--- config.mk ---
export PLATFORM = sky130hd
export DESIGN_NAME = fetch_stage
export DESIGN_NICKNAME = d
export VERILOG_FILES = /design/src/rtl/fetch_stage_pkg.sv /design/src/rtl/fetch_stage_if_id_reg.sv /design/src/rtl/fetch_stage.sv
export SDC_FILE = /design/constraint.sdc
export NUM_CORES = 1
export LEC_CHECK = 0
export BUFFER_PORTS_ARGS = -buffer_cell sky130_fd_sc_hd__buf_2
export CAP_MARGIN = 25
export CORE_MARGIN = 1
export CORE_UTILIZATION = 55
export DETAILED_ROUTE_END_ITERATION = 10
export GPL_ROUTABILITY_DRIVEN = 1
export HOLD_SLACK_MARGIN = 0.05
export PLACE_DENSITY_LB_ADDON = 0.2
export SETUP_SLACK_MARGIN = 0.5
export SLEW_MARGIN = 15
export SYNTH_ARGS = -nofsm -noshare
export SYNTH_HDL_FRONTEND = slang
export SYNTH_SLANG_ARGS = --single-unit
--- constraint.sdc ---
create_clock -name clock -period 3.2 [get_ports clock]
set_input_delay 0.32 -clock clock [delete_from_list [all_inputs] [get_ports clock]]
set_output_delay 0.32 -clock clock [all_outputs]
set_load 0.01 [all_outputs]
--- src/rtl/fetch_stage_pkg.sv ---
// fetch_stage_pkg: shared constants and types for the IF stage.
//   NOP              - instruction word placed in IF/ID when it holds no instruction
//   RESET_PC_DEFAULT - default fetch address after reset
//   if_state_t       - fetch FSM state encoding
//   word_align()     - clears the byte-offset bits of an address
package fetch_stage_pkg;

  localparam logic [31:0] NOP              = 32'h0000_0000;
  localparam logic [31:0] RESET_PC_DEFAULT = 32'h0000_0000;

  typedef enum logic [1:0] {
    IF_FETCH = 2'b00,
    IF_WAIT  = 2'b01,
    IF_FULL  = 2'b10
  } if_state_t;

  function automatic logic [31:0] word_align(input logic [31:0] addr);
    return addr & 32'hFFFF_FFFC;
  endfunction

endpackage

--- src/rtl/fetch_stage_if_id_reg.sv ---
// if_id_reg: IF/ID pipeline register (valid, instruction, pc+4).
// Ports:
//   clock, reset       - clock, asynchronous active-low reset
//   flush, hold, load  - update controls, in that priority order; with none
//                        of them active the register takes a bubble
//   load_instr/pc4     - contents written when load wins
//   valid, instr, pc4  - registered outputs; instr is NOP whenever valid=0
module if_id_reg
  import fetch_stage_pkg::*;
(
  input  logic        clock,
  input  logic        reset,
  input  logic        flush,
  input  logic        hold,
  input  logic        load,
  input  logic [31:0] load_instr,
  input  logic [31:0] load_pc4,
  output logic        valid,
  output logic [31:0] instr,
  output logic [31:0] pc4
);

  always_ff @(posedge clock or negedge reset) begin
    if (!reset) begin
      valid <= 1'b0;
      instr <= NOP;
      pc4   <= 32'h0;
    end else if (flush) begin
      valid <= 1'b0;
      instr <= NOP;
      pc4   <= 32'h0;
    end else if (!hold) begin
      if (load) begin
        valid <= 1'b1;
        instr <= load_instr;
        pc4   <= load_pc4;
      end else begin
        valid <= 1'b0;
        instr <= NOP;
        pc4   <= 32'h0;
      end
    end
  end

endmodule

--- src/rtl/fetch_stage.sv ---
// fetch_stage: MIPS32 instruction-fetch stage. Owns the PC, keeps at most one
// request outstanding to instruction memory and feeds the IF/ID register.
// Ports:
//   clock, reset                 - clock, asynchronous active-low reset
//   stall                        - ID hazard unit: hold PC and IF/ID
//   branch_taken, branch_target  - one-cycle redirect pulse and its address
//   imem_req, imem_addr          - request (accepted in the same cycle)
//   imem_rvalid, imem_rdata      - response, at least one cycle later
//   pc                           - current fetch PC
//   if_id_valid/instr/pc4        - registered IF/ID contents
module fetch_stage
  import fetch_stage_pkg::*;
#(
  parameter logic [31:0] RESET_PC = RESET_PC_DEFAULT
) (
  input  logic        clock,
  input  logic        reset,
  input  logic        stall,
  input  logic        branch_taken,
  input  logic [31:0] branch_target,
  output logic        imem_req,
  output logic [31:0] imem_addr,
  input  logic        imem_rvalid,
  input  logic [31:0] imem_rdata,
  output logic [31:0] pc,
  output logic        if_id_valid,
  output logic [31:0] if_id_instr,
  output logic [31:0] if_id_pc4
);

  if_state_t   state_reg, state_next;
  logic [31:0] pc_reg, pc_next;
  logic        squash_reg, squash_next;
  logic [31:0] skid_reg, skid_next;

  logic        load;
  logic [31:0] load_instr;
  logic [31:0] pc_plus4;

  // Wraps modulo 2^32 by construction.
  assign pc_plus4 = pc_reg + 32'd4;

  always_ff @(posedge clock or negedge reset) begin
    if (!reset) begin
      state_reg  <= IF_FETCH;
      pc_reg     <= RESET_PC;
      squash_reg <= 1'b0;
      skid_reg   <= 32'h0;
    end else begin
      state_reg  <= state_next;
      pc_reg     <= pc_next;
      squash_reg <= squash_next;
      skid_reg   <= skid_next;
    end
  end

  always_comb begin
    state_next  = state_reg;
    pc_next     = pc_reg;
    squash_next = squash_reg;
    skid_next   = skid_reg;
    load        = 1'b0;
    load_instr  = skid_reg;

    case (state_reg)
      IF_FETCH: begin
        // Stall does not block the request; only delivery waits.
        state_next = IF_WAIT;
      end
      IF_WAIT: begin
        if (imem_rvalid) begin
          if (branch_taken || squash_reg) begin
            // Response belongs to a fetch that was redirected away.
            squash_next = 1'b0;
            state_next  = IF_FETCH;
          end else if (!stall) begin
            load       = 1'b1;
            load_instr = imem_rdata;
            pc_next    = pc_plus4;
            state_next = IF_FETCH;
          end else begin
            skid_next  = imem_rdata;
            state_next = IF_FULL;
          end
        end else if (branch_taken) begin
          // Keep waiting so the stale response is consumed, not mistaken
          // for the word at the new target.
          squash_next = 1'b1;
        end
      end
      IF_FULL: begin
        if (!stall) begin
          load       = 1'b1;
          pc_next    = pc_plus4;
          state_next = IF_FETCH;
        end
      end
      default: state_next = IF_FETCH;
    endcase

    // Redirect overrides every state except an unanswered WAIT.
    if (branch_taken) begin
      pc_next   = word_align(branch_target);
      skid_next = 32'h0;
      load      = 1'b0;
      if (state_reg != IF_WAIT || imem_rvalid) begin
        state_next = IF_FETCH;
      end
    end
  end

  // imem_req is gated by reset so nothing is requested while reset is held.
  assign imem_req  = reset && (state_reg == IF_FETCH);
  assign imem_addr = pc_reg;
  assign pc        = pc_reg;

  if_id_reg u_if_id (
    .clock      (clock),
    .reset      (reset),
    .flush      (branch_taken),
    .hold       (stall),
    .load       (load),
    .load_instr (load_instr),
    .load_pc4   (pc_plus4),
    .valid      (if_id_valid),
    .instr      (if_id_instr),
    .pc4        (if_id_pc4)
  );

endmodule

==> metrics.txt <==
NetSw=0.00129 W; core area=11700 um^2; I/O Buffers=192; Mean Syn Cell Area=9.20 um^2; Fmax=431 MHz; vias in the first global route=5547; Reg-to-Reg End=imem_addr[18]; Clock Path Buffers=2; Combinational Power Share=15.9%; Worst-path clk slew=0.05 ns; clk sinks=129; Setup Skew=0.00921 ns; Max IR drop VDD=0.408 mV; first-pass GRT wire length=28100 um; FF+latch area=3230 um^2; Detail Placement HPWL=11400 um; grt ovf=0; Seq/Total Area, Yosys=48.1%; Design Power=0.00473 W; status=finished clean; drt first pass iters=7; Post-synth EDFFs=0; layout cell share with drive strength beyond 1=28.2%; CTS tree=built; Async SR Flop Fraction=100%; Pint=0.00344 W; start point of the worst hold path=imem_rvalid; initial antenna violation count=0; total CTS buffers=17; max_cap viols=0; Final Cycle Share=72.4%; Worst Reg-to-Reg Cells=5; drt total wl=17400 um; share of the synthesized area in the top cell type=48.1%; pwr/cell area=582 nW/um^2; worst-path maximum fanout=8; Post-DRT Antenna Nets=0; number of DRC markers in iteration 0=421; crit path launch type=register; clock latency at the later pin of the worst-skew pair=0.42 ns; Flop pwr share=40.2%; DR vias/cell=5.78; Worst slew margin=42.0%; Setup Crit Path Kind=register to register; biggest area consumer among synthesized cells=dfrtp_1; Area contributors post-synth=dfrtp_1 (48%), nand2_1 (8.1%), mux2i_1 (5.8%); DR WL/cell=17.0 um; Yosys reg bits=129; Worst setup EP type=register; Inserted Diodes=0; IO Count=199; Hold Crit Depth=2; synthesized area=6710 um^2; Clock Tree Root=clkbuf_16; Rows=39; final setup vio count=0; Worst R2R Setup Slack=0.88 ns; RSZ-0062 raised after global routing=false; Worst Hold Class=primary input to register; sw frac=27.2%; Clock power frac=43.9%; Multi-input gate area=2990 um^2; FILL cells=951; Residual DRC=0; Setup TNS=0 ns; worst path required time=3.47 ns; Ys Warns=0; die height=112 um; largest net degree at the start of global routing=63; Layout area overhead=21.1%; Crit Reg-Reg Startpoint=imem_addr[2]; die area=12600 um^2; hold endpoint=squash_reg; Cells after Synth=729; Initial Utilization=57.5%; Total Routing Usage GR=28.7%; Die Wd=112 um; worst path arrival time=2.59 ns; setup bufs post-CTS=0; leak pwr=3.80 nW; max-slew violation total from the final report=0; crit path time final=2.32 ns; dominant synthesized flop cell=dfrtp_1; Final GP Congestion=0.859; Final nets=941; number of distinct library cells after synthesis=51; depth of the CTS H-tree=4; Worst-Margin Slew=0.868 ns; Via Count=5908; Final Hold Fails=0
power groups by stage:
stage	registers, W	logic [W]	clock network (W)
finish	0.00190	0.000751	0.00208
global route	0.00192	0.000830	0.00217
CTS	0.00190	0.000750	0.00210
detailed placement	0.00192	0.000742	0
global placement	0.00191	0.000729	0
floorplan	0.00188	0.000554	0
layout by cell type, fill, tap and decap left out, drive strengths merged, types with 14 or more instances in the layout:
cell and count:
o22ai 17, nor2 20, mux2i 39, nor3 24, xnor2 14, clkbuf 27
nand3 17, dfrtp 129, nand2 145, buf 205, a21oi 52, o21ai 67
layout make-up:
cell class / count / area share (%)
clock buffers: 27 / 6.31
well taps: 143 / 2.20
multi-input cells: 507 / 36.8
inverters: 6 / 0.277
repair buffers: 206 / 13.2
flip-flops and latches: 129 / 39.7
clock inverters: 4 / 1.48
what timing repair did:
| action | in CTS | in global routing |
|---|---|---|
| hold buffers | 1 | 0 |
| endpoints found under the setup margin | 0 | 0 |
| resized for setup | 0 | 0 |
| endpoints found under the hold margin | 58 | 0 |
cells by family after synthesis:
kind of cell | after synthesis | share of synthesized area, %
adder cells (fa/ha/maj) | 5 | 0.932
XOR/XNOR | 24 | 3.13
AND/OR/NAND/NOR | 268 | 19.8
multiplexers | 41 | 6.15
flip-flops | 129 | 48.1
other | 1 | 0.0559
AO/OA/AOI/OAI | 165 | 14.1
buffers and inverters | 96 | 7.78
worst max-delay path: stages, from the launching register on:
cell and delay [ns]:
dfrtp_1 0.48, ha_1 0.33, nand4_1 0.44, nor3_1 0.58, mux2i_1 0.24, o21ai_0 0.09
Yosys cell counts (15+ instances only):
cell type and count:
nor2_1 20, buf_2 15, a21oi_1 52, buf_4 37
dfrtp_1 129, nand2_1 145, mux2i_1 39, o22ai_1 17
o21ai_0 64, nor3_1 18, clkbuf_1 29, nand3_1 16
metal layers:
| layer | wire length, um | part of all wire (%) | vias to the layer above | global-route usage, % |
|---|---|---|---|---|
| met5 | 0 | 0 | - | 0 |
| met4 | 273 | 1.6 | 0 | 10.7 |
| met3 | 1030 | 5.9 | 28 | 5.94 |
| met2 | 8300 | 48 | 244 | 46.0 |
| met1 | 7760 | 45 | 2859 | 38.6 |
| li1 | - | - | 2777 | - |
worst max path at each step:
stage | depth (start not counted) | from | endpoint | slack (ns)
final | 5 | imem_addr[2] | imem_addr[18] | 0.88
after CTS | 5 | imem_addr[2] | imem_addr[18] | 0.92
after detailed placement | 7 | stall | imem_addr[10] | 0.86
after global placement | 7 | stall | imem_addr[12] | 0.90
after floorplan | 8 | state_reg[1] | imem_addr[9] | 1.24
after global routing | 5 | imem_addr[2] | imem_addr[18] | 0.71
through the flow:
stage	worst slack [ns]	util [%]	hold WS (ns)	cells	instance area, um^2
finish	0.882	69.7	0.127	1022	8120
detailed placement	0.855	64.1	0.324	990	7480
global placement	0.903	64.1	0.322	990	7480
global route	0.715	69.7	0.129	1022	8120
floorplan	1.24	-	0.0244	732	6720
CTS	0.921	69.7	0.108	1022	8120
No activity file was read; power rests on OpenSTA's default activity.
